--- src/rtl/fsm_control_proceso_param_pkg.sv ---
// Shared definitions for the process-start controller: state encoding,
// button indices and width helpers used to size counters and the selector.
package fsm_control_proceso_param_pkg;

  // State encoding is visible on the estado debug port, so values are fixed.
  typedef enum logic [1:0] {
    E_INICIO   = 2'd0,
    E_ARRANQUE = 2'd1,
    E_PROCESO  = 2'd2,
    E_ESPERA   = 2'd3
  } estado_e;

  // Button slots in the debouncer bank.
  localparam int NUM_BOTONES = 3;
  localparam int B_INICIO    = 0;
  localparam int B_FIN       = 1;
  localparam int B_MODO      = 2;

  // Ceiling log2; clog2(1) = 0.
  function automatic int clog2(input int value);
    int res;
    res = 0;
    for (int i = 0; i < 31; i++) begin
      if ((1 << i) < value) res = i + 1;
    end
    return res;
  endfunction

  // Width of an index that can address n items, never narrower than 1 bit.
  function automatic int idx_width(input int n);
    return (clog2(n) < 1) ? 1 : clog2(n);
  endfunction

  // Width of the filter selector for a given filter count.
  function automatic int sel_width(input int n_filtros);
    return idx_width(n_filtros);
  endfunction

endpackage

--- src/rtl/fsm_control_proceso_param_if.sv ---
// Button / datapath-control bundle between the board-facing environment
// (master) and the process-start controller (slave).
interface fsm_control_proceso_param_if #(
  parameter int SEL_W = 2
);
  import fsm_control_proceso_param_pkg::*;

  logic             boton_inicio;
  logic             boton_fin;
  logic             boton_modo;
  logic             proceso_listo;
  logic             iniciar;
  logic             abortar;
  logic             ocupado;
  logic [SEL_W-1:0] filtro_sel;
  logic             timeout;
  estado_e          estado;

  modport master (
    output boton_inicio, boton_fin, boton_modo, proceso_listo,
    input  iniciar, abortar, ocupado, filtro_sel, timeout, estado
  );

  modport slave (
    input  boton_inicio, boton_fin, boton_modo, proceso_listo,
    output iniciar, abortar, ocupado, filtro_sel, timeout, estado
  );

endinterface

--- src/rtl/fsm_control_proceso_param_antirrebote.sv ---
// Single-button debouncer: 2-FF synchroniser, run-length counter that flips
// the stable level after DEB_CYCLES consecutive differing samples, and a
// one-cycle rising-edge strobe on the stable level.
module fsm_control_proceso_param_antirrebote
  import fsm_control_proceso_param_pkg::*;
#(
  parameter int DEB_CYCLES = 16
) (
  input  logic clk,
  input  logic reset,
  input  logic in_raw,
  output logic estable,
  output logic flanco
);

  localparam int                CNT_W    = idx_width(DEB_CYCLES);
  localparam logic [CNT_W-1:0]  CNT_LAST = CNT_W'(DEB_CYCLES - 1);

  logic             sync1_q, sync2_q;
  logic             estable_q, estable_d;
  logic             previo_q;
  logic [CNT_W-1:0] cnt_q, cnt_d;

  // Count consecutive samples that disagree with the stable level; any
  // agreeing sample restarts the run, so short glitches never flip it.
  always_comb begin
    cnt_d     = cnt_q;
    estable_d = estable_q;
    if (sync2_q == estable_q) begin
      cnt_d = '0;
    end else if (cnt_q == CNT_LAST) begin
      estable_d = sync2_q;
      cnt_d     = '0;
    end else begin
      cnt_d = cnt_q + CNT_W'(1);
    end
  end

  // Synchroniser, counter, stable level and its one-cycle-delayed copy.
  always_ff @(posedge clk) begin
    if (reset) begin
      sync1_q   <= 1'b0;
      sync2_q   <= 1'b0;
      cnt_q     <= '0;
      estable_q <= 1'b0;
      previo_q  <= 1'b0;
    end else begin
      sync1_q   <= in_raw;
      sync2_q   <= sync1_q;
      cnt_q     <= cnt_d;
      estable_q <= estable_d;
      previo_q  <= estable_q;
    end
  end

  assign estable = estable_q;
  assign flanco  = estable_q & ~previo_q;

endmodule

--- src/rtl/fsm_control_proceso_param.sv ---
// Process-start controller: debounces start/abort/mode buttons, lets the user
// pick a filter while idle, pulses the datapath start, then supervises the run
// until done, user abort or watchdog expiry, and re-arms once all buttons
// are released.
module fsm_control_proceso_param
  import fsm_control_proceso_param_pkg::*;
#(
  parameter int DEB_CYCLES     = 16,
  parameter int N_FILTROS      = 4,
  parameter int TIMEOUT_CYCLES = 1000000
) (
  input  logic                         clk,
  input  logic                         reset,
  fsm_control_proceso_param_if.slave   bus
);

  localparam int               SEL_W   = sel_width(N_FILTROS);
  localparam logic [SEL_W-1:0] SEL_MAX = SEL_W'(N_FILTROS - 1);
  // Watchdog counter only needs to reach TIMEOUT_CYCLES-1; a zero limit
  // disables the expiry compare entirely.
  localparam int               WD_W    = idx_width(TIMEOUT_CYCLES + 1);
  localparam int               WD_LAST = (TIMEOUT_CYCLES > 0) ? TIMEOUT_CYCLES - 1 : 0;
  localparam bit               WD_EN   = (TIMEOUT_CYCLES != 0);

  logic [NUM_BOTONES-1:0] boton_raw;
  logic [NUM_BOTONES-1:0] estable;
  logic [NUM_BOTONES-1:0] flanco;

  estado_e          estado_q, estado_d;
  logic [SEL_W-1:0] sel_q, sel_d;
  logic [WD_W-1:0]  wd_q, wd_d;
  logic             abortar_q, abortar_d;
  logic             timeout_q, timeout_d;
  logic             wd_expira;
  logic             todos_sueltos;

  assign boton_raw[B_INICIO] = bus.boton_inicio;
  assign boton_raw[B_FIN]    = bus.boton_fin;
  assign boton_raw[B_MODO]   = bus.boton_modo;

  // One debouncer per physical button.
  generate
    for (genvar gi = 0; gi < NUM_BOTONES; gi++) begin : g_antirrebote
      fsm_control_proceso_param_antirrebote #(
        .DEB_CYCLES (DEB_CYCLES)
      ) u_antirrebote (
        .clk     (clk),
        .reset   (reset),
        .in_raw  (boton_raw[gi]),
        .estable (estable[gi]),
        .flanco  (flanco[gi])
      );
    end
  endgenerate

  assign wd_expira     = WD_EN && (wd_q == WD_W'(WD_LAST));
  assign todos_sueltos = ~|estable;

  // Next-state logic; selector, watchdog, timeout flag and abort pulse are
  // all decided here so they stay consistent with the transition taken.
  always_comb begin
    estado_d  = estado_q;
    sel_d     = sel_q;
    wd_d      = wd_q;
    abortar_d = 1'b0;
    timeout_d = timeout_q;
    case (estado_q)
      E_INICIO: begin
        // Start has priority over a coincident mode press.
        if (flanco[B_INICIO]) begin
          estado_d = E_ARRANQUE;
        end else if (flanco[B_MODO]) begin
          sel_d = (sel_q == SEL_MAX) ? '0 : sel_q + SEL_W'(1);
        end
      end
      E_ARRANQUE: begin
        estado_d  = E_PROCESO;
        timeout_d = 1'b0;
        wd_d      = '0;
      end
      E_PROCESO: begin
        wd_d = wd_q + WD_W'(1);
        if (bus.proceso_listo) begin
          estado_d = E_ESPERA;
        end else if (flanco[B_FIN]) begin
          estado_d  = E_ESPERA;
          abortar_d = 1'b1;
        end else if (wd_expira) begin
          estado_d  = E_ESPERA;
          abortar_d = 1'b1;
          timeout_d = 1'b1;
        end
      end
      E_ESPERA: begin
        // Holding any button keeps us here, so a held start cannot retrigger.
        if (todos_sueltos) estado_d = E_INICIO;
      end
      default: estado_d = E_INICIO;
    endcase
  end

  // State and control registers.
  always_ff @(posedge clk) begin
    if (reset) begin
      estado_q  <= E_INICIO;
      sel_q     <= '0;
      wd_q      <= '0;
      abortar_q <= 1'b0;
      timeout_q <= 1'b0;
    end else begin
      estado_q  <= estado_d;
      sel_q     <= sel_d;
      wd_q      <= wd_d;
      abortar_q <= abortar_d;
      timeout_q <= timeout_d;
    end
  end

  assign bus.iniciar    = (estado_q == E_ARRANQUE);
  assign bus.ocupado    = (estado_q == E_ARRANQUE) || (estado_q == E_PROCESO);
  assign bus.abortar    = abortar_q;
  assign bus.timeout    = timeout_q;
  assign bus.filtro_sel = sel_q;
  assign bus.estado     = estado_q;

endmodule

--- src/flat_wrapper.sv ---
// flat-port wrapper written by rule: the top's interface ports become plain ports
module fsm_control_proceso_param_flat import fsm_control_proceso_param_pkg::*;
#(
  parameter int DEB_CYCLES     = 16,
  parameter int N_FILTROS      = 4,
  parameter int TIMEOUT_CYCLES = 1000000
)
  (clk, reset, bus_boton_inicio, bus_boton_fin, bus_boton_modo, bus_proceso_listo, bus_iniciar, bus_abortar, bus_ocupado, bus_filtro_sel, bus_timeout, bus_estado);
  fsm_control_proceso_param_if bus_i ();
  input  logic clk;
  input  logic reset;
  input wire logic [$bits(bus_i.boton_inicio)-1:0] bus_boton_inicio;
  input wire logic [$bits(bus_i.boton_fin)-1:0] bus_boton_fin;
  input wire logic [$bits(bus_i.boton_modo)-1:0] bus_boton_modo;
  input wire logic [$bits(bus_i.proceso_listo)-1:0] bus_proceso_listo;
  output wire logic [$bits(bus_i.iniciar)-1:0] bus_iniciar;
  output wire logic [$bits(bus_i.abortar)-1:0] bus_abortar;
  output wire logic [$bits(bus_i.ocupado)-1:0] bus_ocupado;
  output wire logic [$bits(bus_i.filtro_sel)-1:0] bus_filtro_sel;
  output wire logic [$bits(bus_i.timeout)-1:0] bus_timeout;
  output wire logic [$bits(bus_i.estado)-1:0] bus_estado;
  assign bus_i.boton_inicio = bus_boton_inicio;
  assign bus_i.boton_fin = bus_boton_fin;
  assign bus_i.boton_modo = bus_boton_modo;
  assign bus_i.proceso_listo = bus_proceso_listo;
  assign bus_iniciar = bus_i.iniciar;
  assign bus_abortar = bus_i.abortar;
  assign bus_ocupado = bus_i.ocupado;
  assign bus_filtro_sel = bus_i.filtro_sel;
  assign bus_timeout = bus_i.timeout;
  assign bus_estado = bus_i.estado;
  fsm_control_proceso_param #(.DEB_CYCLES(DEB_CYCLES), .N_FILTROS(N_FILTROS), .TIMEOUT_CYCLES(TIMEOUT_CYCLES)) u_core (.clk(clk), .reset(reset), .bus(bus_i));
endmodule
--- config.mk ---
export PLATFORM = sky130hd
export DESIGN_NAME = fsm_control_proceso_param_flat
export DESIGN_NICKNAME = d
export VERILOG_FILES = /design/src/rtl/fsm_control_proceso_param_pkg.sv /design/src/rtl/fsm_control_proceso_param_if.sv /design/src/rtl/fsm_control_proceso_param_antirrebote.sv /design/src/rtl/fsm_control_proceso_param.sv /design/src/flat_wrapper.sv
export SDC_FILE = /design/constraint.sdc
export NUM_CORES = 1
export LEC_CHECK = 0
export BUFFER_PORTS_ARGS = -buffer_cell sky130_fd_sc_hd__buf_2
export CELL_PAD_IN_SITES_DETAIL_PLACEMENT = 1
export CELL_PAD_IN_SITES_GLOBAL_PLACEMENT = 1
export CORE_MARGIN = 5
export CORE_UTILIZATION = 45
export CTS_CLUSTER_DIAMETER = 120
export DETAILED_ROUTE_END_ITERATION = 12
export GPL_ROUTABILITY_DRIVEN = 1
export HOLD_SLACK_MARGIN = 0.08
export PLACE_DENSITY_LB_ADDON = 0.05
export SLEW_MARGIN = 40
export SYNTH_ARGS = -nofsm -noshare
export SYNTH_HDL_FRONTEND = slang
export SYNTH_HIERARCHICAL = 1
export SYNTH_SLANG_ARGS = --single-unit
export TNS_END_PERCENT = 100
--- constraint.sdc ---
create_clock -name clk -period 5.1 [get_ports clk]
set_input_delay 0.255 -clock clk [delete_from_list [all_inputs] [get_ports clk]]
set_output_delay 0.255 -clock clk [all_outputs]
set_load 0.02 [all_outputs]
==> impl_metrics.tcl, run 1 <==
set metrics [dict create \
    hold_class "in -> reg" \
    drt_first_pass_iters 4 \
    postSynthAreaPerCell_um2 9.69 \
    drt.antenna.violating_nets 0 \
    stdcell_area_um2 2410 \
    worst_pin_slew_ps 464 \
    setup_repair_after_global_routing_missed_its_margin "false" \
    place.gp.congestion 0.729 \
    remaining_drc_errors 0 \
    clockBufferDepth 2 \
    cts_buffers 5 \
    syn_inst 228 \
    finalClockSkew_ps 6.57 \
    synth.ff_latch_count 50 \
    grt.total_usage_pct 16.3 \
    cap_viol_max_count 0 \
    worstSetupStartpointType "flop" \
    post-place-ws_ps 2840 \
    htreeDepth 2 \
    cts_num_sinks 50 \
    postPlaceCellArea_um2 2310 \
    via_count_of_the_first_global_routing_pass 1777 \
    critical_path_data_arrival_time_ps 2530 \
    power_density_nw_per_um2 298 \
    die-height_um 80.1 \
    synth_top_area_share_pct 45.3 \
    cts_hold_repair.buffers 0 \
    routed_wl_um 4570 \
    global_route_wire_length_before_repair_um 8160 \
    worstSkewPairLatency_ps 300 \
    synth.cell_area_um2 2210 \
    die_area_um2 6410 \
    run_status "finished clean" \
    initialDrtViolationCount 82 \
    drv_slew 0 \
    detail_route.vias_per_cell 5.28 \
    initial_antenna_violation_count 0 \
    nNetsFinal 257 \
    dp.final_hpwl_um 3410 \
    fmax_mhz 437 \
    cp_max_fo 14 \
    number_of_buffers_inserted_by_post_cts_setup_repair 0 \
    tritoncts "built" \
    crit_required_ps 5340 \
    via_count 1633 \
    synth_top_cells_by_area "sky130_fd_sc_hd__dfxtp_1 (45%), sky130_fd_sc_hd__ha_1 (5.7%), sky130_fd_sc_hd__nor2_1 (5.1%)" \
    number_of_setup_violations_in_the_final_report 0 \
    area_overhead_of_the_layout_relative_to_synthesis_pct 9.12 \
    drt-wirelength-per-cell_um 14.8 \
    final.setup.tns_ps 0 \
    port-buffer-count 13 \
    overflow 0 \
    rows 25 \
    post-synth-top-area-cell "sky130_fd_sc_hd__dfxtp_1" \
    floorplan.initialDensity_pct 46.4 \
    top_level_ports 14 \
    fp.coreArea_um2 4750 \
    synth.net_count 244 \
    finalCriticalPeriod_ps 2290 \
    grt_start_max_net_pins 24 \
    floorplan.die.width_um 80.1 \
    slew_headroom_pct 69.1 \
    netlist-cell-type-count 39 \
    power_leakage_nw 0.904 \
    crit_path_kind "reg -> reg" \
    antenna_cells_inserted 0 \
    cts_resized 0 \
    final_min_period_over_clock_period_pct 44.9 \
    post-route-worst-setup-slack_ps 2810 \
    cts.root.buffer_cell "sky130_fd_sc_hd__clkbuf_8" \
    worst_setup_hold_path_clk_slew_ps 90 \
    nFillCells 570 \
    end_kind "flop" \
    synth_sequential_area_ratio_pct 45.3 \
    share_of_final_layout_standard_cells_stronger_than_drive_strength_1_pct 15.7 \
    power.ir.vdd_worst_mv 0.175 \
    yosys_warnings 6 \
    number_of_endpoints_with_negative_hold_slack_in_the_final_report 0 \
]
metal layers:
metal  wire length (um)  up-vias  part of all wire (%)  GRT usage (%)
met4                 77        0                   1.7           6.08
met2               2430       23                    53           29.8
met1               1890      793                    41           17.8
met5                  0        -                     0              0
met3                170        8                   3.7           4.26
li1                   -      809                     -              -
placed cells by master, fill, tap and decap left out, types with 8 or more instances in the layout:
master | Yosys | layout
sky130_fd_sc_hd__a21oi_1 | 11 | 11
sky130_fd_sc_hd__buf_2 | 1 | 13
sky130_fd_sc_hd__dfxtp_1 | 50 | 50
sky130_fd_sc_hd__ha_1 | 10 | 10
sky130_fd_sc_hd__inv_1 | 8 | 8
sky130_fd_sc_hd__nand2_1 | 8 | 8
sky130_fd_sc_hd__nand3_1 | 8 | 8
sky130_fd_sc_hd__nor2_1 | 30 | 30
sky130_fd_sc_hd__nor2b_1 | 12 | 12
sky130_fd_sc_hd__xnor2_1 | 9 | 9
sky130_fd_sc_hd__xor2_1 | 11 | 11
worst max-delay path, cell delays in order, from the launching register on:
cell and delay (ps):
sky130_fd_sc_hd__dfxtp_1 410, sky130_fd_sc_hd__inv_1 110, sky130_fd_sc_hd__ha_1 500, sky130_fd_sc_hd__and2_2 250, sky130_fd_sc_hd__nand4_4 200, sky130_fd_sc_hd__or4_1 570
sky130_fd_sc_hd__a21oi_1 170
layout make-up:
type	instances	area [um^2]	area share [%]
multi-input cells	163	1130	46.9
flip-flops and latches	50	1000	41.5
well taps	67	83.8	3.48
clock buffers	6	82.6	3.43
repair buffers	13	65.1	2.70
inverters	8	30.0	1.25
clock inverters	2	16.3	0.675
registers in the layout, indices dropped and copies added (netlist names):
signal,flops
u_core/bus.estado,2
u_core/g_antirrebote.u_antirrebote/cnt_q,12
u_core/g_antirrebote.u_antirrebote/sync2_q,3
u_core/bus.abortar,1
u_core/bus.timeout,1
u_core/wd_q,20
u_core/g_antirrebote.u_antirrebote/estable,3
u_core/g_antirrebote.u_antirrebote/previo_q,3
u_core/bus.filtro_sel,2
u_core/g_antirrebote.u_antirrebote/sync1_q,3
power breakdown:
part	internal [mW]	total, mW	switching, mW
clock network	0.112	0.247	0.135
logic	0.0231	0.0640	0.0408
registers	0.398	0.407	0.00899
total	0.533	0.718	0.185
Yosys cell counts (all sizes together):
| library cell | n |
|---|---|
| and4 | 2 |
| o21ba | 1 |
| mux2i | 6 |
| nand3b | 1 |
| or4 | 4 |
| or3 | 9 |
| o21ai | 6 |
| a41oi | 1 |
| nand4 | 7 |
| dfxtp | 50 |
| a21oi | 11 |
| nor2b | 12 |
| and2 | 2 |
| xnor2 | 9 |
| nand2 | 8 |
| o31ai | 5 |
| xor2 | 11 |
| or3b | 1 |
| and4bb | 2 |
| nand3 | 10 |
| inv | 8 |
| ha | 10 |
| nor3 | 3 |
| nor2 | 30 |
| a211oi | 1 |
| clkbuf | 3 |
| buf | 4 |
| nor4 | 2 |
| and3 | 6 |
| nand2b | 2 |
| a21o | 1 |
kinds of logic (layout without fill, tap and decap cells):
group / Yosys count / count (layout) / share of synthesized area [%]
compound gates: 26 / 26 / 7.14
mux: 6 / 6 / 2.72
simple gates: 101 / 101 / 27.8
flops: 50 / 50 / 45.3
buf+inv: 15 / 29 / 3.46
xor+xnor: 20 / 20 / 7.93
fa+ha+maj: 10 / 10 / 5.67
path summary, 6_finish.rpt:
check | start | end | slack [ps] | depth (start not counted)
worst min-delay path | bus_proceso_listo | u_core/bus.abortar | 130 | 2
worst max-delay path | u_core/bus.estado[1] | u_core/wd_q[15] | 2810 | 6
worst max register to register | u_core/bus.estado[1] | u_core/wd_q[15] | 2810 | 6
worst min register to register | u_core/g_antirrebote[0].u_antirrebote/cnt_q[0] | u_core/g_antirrebote[0].u_antirrebote/cnt_q[0] | 450 | 1
metrics by stage:
| stage | power [mW] | hold WS, ps | util, % | std cells |
|---|---|---|---|---|
| after floorplan | 0.464 | 327 | - | 228 |
| after global placement | 0.476 | 422 | 48.6 | 301 |
| after detailed placement | 0.481 | 439 | 48.6 | 301 |
| after CTS | 0.730 | 119 | 50.7 | 309 |
| after global routing | 0.756 | 111 | 50.7 | 309 |
| final | 0.718 | 130 | 50.7 | 309 |
Power figures use the tool's default switching activity.
==> run 2: changes to the inputs <==
--- a/config.mk
+++ b/config.mk
@@ -5,11 +5,12 @@
 export SDC_FILE = /design/constraint.sdc
 export NUM_CORES = 1
 export LEC_CHECK = 0
+export ABC_AREA = 1
 export BUFFER_PORTS_ARGS = -buffer_cell sky130_fd_sc_hd__buf_2
 export CELL_PAD_IN_SITES_DETAIL_PLACEMENT = 1
 export CELL_PAD_IN_SITES_GLOBAL_PLACEMENT = 1
 export CORE_MARGIN = 5
-export CORE_UTILIZATION = 45
+export CORE_UTILIZATION = 43
 export CTS_CLUSTER_DIAMETER = 120
 export DETAILED_ROUTE_END_ITERATION = 12
 export GPL_ROUTABILITY_DRIVEN = 1
==> constraint.sdc (replaced) <==
create_clock -name clk -period 2.3 [get_ports clk]
set_input_delay 0.115 -clock clk [delete_from_list [all_inputs] [get_ports clk]]
set_output_delay 0.115 -clock clk [all_outputs]
set_load 0.02 [all_outputs]
==> impl_metrics.tcl, run 2 <==
set metrics [dict create \
    worstSkewPairLatency_ps 310 \
    syn_inst 326 \
    registers.top_by_ff_count "u_core/wd_q" \
    ys_async_sr_fraction_pct 0 \
    initial_antenna_violation_count 0 \
    synth_top_cells_by_area "sky130_fd_sc_hd__dfxtp_1 (43%), sky130_fd_sc_hd__nor2_1 (12%), sky130_fd_sc_hd__nand2_1 (10%)" \
    final.setup.tns_ps 0 \
    cap_viol_max_count 0 \
    grt.total_usage_pct 15.7 \
    post-synth-top-area-cell "sky130_fd_sc_hd__dfxtp_1" \
    cts_resized 0 \
    clock_power_share_pct 37.6 \
    cts_hold_repair.buffers 4 \
    tritoncts "built" \
    layout_common_cells "sky130_fd_sc_hd__nor2_1 (72), sky130_fd_sc_hd__nand2_1 (62), sky130_fd_sc_hd__dfxtp_1 (50)" \
    remaining_drc_errors 0 \
    end_kind "flop" \
    htreeDepth 2 \
    timing.hold.ws_ps 176 \
    p_seq_share_pct 59.6 \
    floorplan.initialDensity_pct 45.0 \
    routed_wl_um 5090 \
    drt.antenna.violating_nets 0 \
    via_count_of_the_first_global_routing_pass 2027 \
    synth_sequential_area_ratio_pct 43.0 \
    p_total_mw 1.47 \
    yosys_warnings 6 \
    initialDrtViolationCount 86 \
    cts_num_sinks 50 \
    comb_power_share_pct 2.8 \
    total_internal_power_mw 1.11 \
    hold_class "in -> reg" \
    via_count 2023 \
    floorplan.die.width_um 83.6 \
    worst_pin_slew_ps 400 \
    cts.root.buffer_cell "sky130_fd_sc_hd__clkbuf_8" \
    power_density_nw_per_um2 562 \
    layout.cells.most_common "sky130_fd_sc_hd__nor2_1" \
    rows 26 \
    place.gp.congestion 0.793 \
    nFillCells 689 \
    grt_start_max_net_pins 20 \
    utilization_pct 50.6 \
    detail_route.vias_per_cell 4.81 \
    netlist-cell-type-count 23 \
    slew_headroom_pct 73.3 \
    number_of_setup_violations_in_the_final_report 0 \
    number_of_endpoints_with_negative_hold_slack_in_the_final_report 0 \
    critical_path_data_arrival_time_ps 2010 \
    overflow 0 \
    crit_path_kind "reg -> reg" \
    synth.cell_area_um2 2330 \
    nNetsFinal 366 \
    number_of_buffers_inserted_by_post_cts_setup_repair 0 \
    power.ir.vdd_worst_mv 0.236 \
    max_ffs_per_register 20 \
    final_min_period_over_clock_period_pct 78.5 \
    r2r_setup_slack_ps 490 \
    clockBufferDepth 2 \
    synth_top_area_share_pct 43.0 \
    synth.ff_latch_count 50 \
    edff_count_synth 0 \
    fp.coreArea_um2 5170 \
    area_overhead_of_the_layout_relative_to_synthesis_pct 12.5 \
    global_route_wire_length_before_repair_um 9100 \
    drv_slew 0 \
    synth_top_flop_cell "sky130_fd_sc_hd__dfxtp_1" \
    synth.top_cells.by_count "sky130_fd_sc_hd__nor2_1 (72), sky130_fd_sc_hd__nand2_1 (62), sky130_fd_sc_hd__dfxtp_1 (50)" \
    worst_setup_hold_path_clk_slew_ps 100 \
    p_sw_share_pct 24.2 \
    power_leakage_nw 1.09 \
    run_status "finished clean" \
    top_level_ports 14 \
    cp_max_fo 5 \
    drt_first_pass_iters 4 \
    share_of_final_layout_standard_cells_stronger_than_drive_strength_1_pct 12.8 \
    die_area_um2 6980 \
    setup_repair_after_global_routing_missed_its_margin "false" \
    synth.net_count 342 \
    cts_buffers 5 \
    postSynthAreaPerCell_um2 7.14 \
    drt-wirelength-per-cell_um 12.1 \
    finalClockSkew_ps 9.14 \
    crit_required_ps 2510 \
    port-buffer-count 13 \
    die-height_um 83.6 \
    antenna_cells_inserted 0 \
    reg_top3 "u_core/wd_q: 20 flops, u_core/g_antirrebote.u_antirrebote/cnt_q: 12 flops" \
    fmax_mhz 554 \
    dp.final_hpwl_um 3930 \
    yosysMostFrequentCell "sky130_fd_sc_hd__nor2_1" \
    worstSetupStartpointType "flop" \
    power.net_switching_mw 0.356 \
    finalCriticalPeriod_ps 1810 \
]
==> run 2: cell count changes after synthesis, moves of 5 or more <==
| cell | previous run | this run |
|---|---|---|
| sky130_fd_sc_hd__nor2_1 | 30 | 72 |
| sky130_fd_sc_hd__nand3_1 | 8 | 15 |
| sky130_fd_sc_hd__nor2b_1 | 12 | 0 |
| sky130_fd_sc_hd__inv_1 | 8 | 48 |
| sky130_fd_sc_hd__inv_2 | 0 | 5 |
| sky130_fd_sc_hd__nand2_1 | 8 | 62 |
| sky130_fd_sc_hd__nand3_2 | 1 | 8 |
| sky130_fd_sc_hd__o21ai_1 | 0 | 6 |
| sky130_fd_sc_hd__mux2i_1 | 6 | 0 |
| sky130_fd_sc_hd__xor2_1 | 11 | 0 |
| sky130_fd_sc_hd__o31ai_1 | 5 | 0 |
| sky130_fd_sc_hd__or3_1 | 6 | 0 |
| sky130_fd_sc_hd__xnor2_1 | 9 | 4 |
==> run 2: final timing paths <==
kind	startpoint	end	cells after the start
min	reset	u_core/g_antirrebote[0].u_antirrebote/sync1_q	2
min reg2reg	u_core/g_antirrebote[2].u_antirrebote/sync1_q	u_core/g_antirrebote[2].u_antirrebote/sync2_q	2
max	u_core/bus.estado[1]	u_core/wd_q[10]	9
max reg2reg	u_core/bus.estado[1]	u_core/wd_q[10]	9
==> run 2: final cells by class <==
class / count / area [um^2] / area share, %
sequential: 50 / 1000 / 38.2
multi-input combinational: 221 / 1110 / 42.5
tap: 70 / 87.6 / 3.35
timing repair buffer: 19 / 120 / 4.59
clock buffer: 5 / 68.8 / 2.63
inverter: 53 / 199 / 7.60
clock inverter: 3 / 28.8 / 1.10
==> run 2: through the flow <==
step                cells  area, um^2  worst slack [ps]
finish                421        2620               495
global route          421        2620               216
CTS                   421        2620               505
detailed placement    409        2480               527
global placement      409        2480               604
floorplan             326        2330               337
==> run 2: critical path, stage by stage, from the launching register on <==
cell and delay, ps:
sky130_fd_sc_hd__dfxtp_1 420, sky130_fd_sc_hd__inv_1 110, sky130_fd_sc_hd__ha_1 360, sky130_fd_sc_hd__inv_2 80, sky130_fd_sc_hd__nor2_1 140, sky130_fd_sc_hd__nand2_1 130, sky130_fd_sc_hd__nor2_1 180, sky130_fd_sc_hd__nand2_1 90
sky130_fd_sc_hd__o21ai_1 120, sky130_fd_sc_hd__a21oi_1 50
==> run 2: layer usage <==
| metal | track usage [%] | vias up | part of all wire, % |
|---|---|---|---|
| met4 | 5.70 | 0 | 1.6 |
| met1 | 20.5 | 942 | 50 |
| met3 | 3.55 | 6 | 2.8 |
| met5 | 0 | - | 0 |
| met2 | 25.3 | 16 | 45 |
| li1 | - | 1059 | - |
==> run 2: power by group through the flow <==
| stage | registers (mW) | clock network (mW) | logic [mW] |
|---|---|---|---|
| global placement | 0.896 | 0 | 0.0357 |
| floorplan | 0.895 | 0 | 0.0213 |
| global route | 0.877 | 0.616 | 0.0485 |
| CTS | 0.876 | 0.575 | 0.0424 |
| finish | 0.876 | 0.552 | 0.0417 |
| detailed placement | 0.896 | 0 | 0.0368 |
==> run 2: kinds of logic after synthesis <==
logic type	synth area share, %
XOR/XNOR	1.51
flip-flops	43.0
adder cells (fa/ha/maj)	5.38
AO/OA/AOI/OAI	6.94
AND/OR/NAND/NOR	34.0
buffers and inverters	9.19
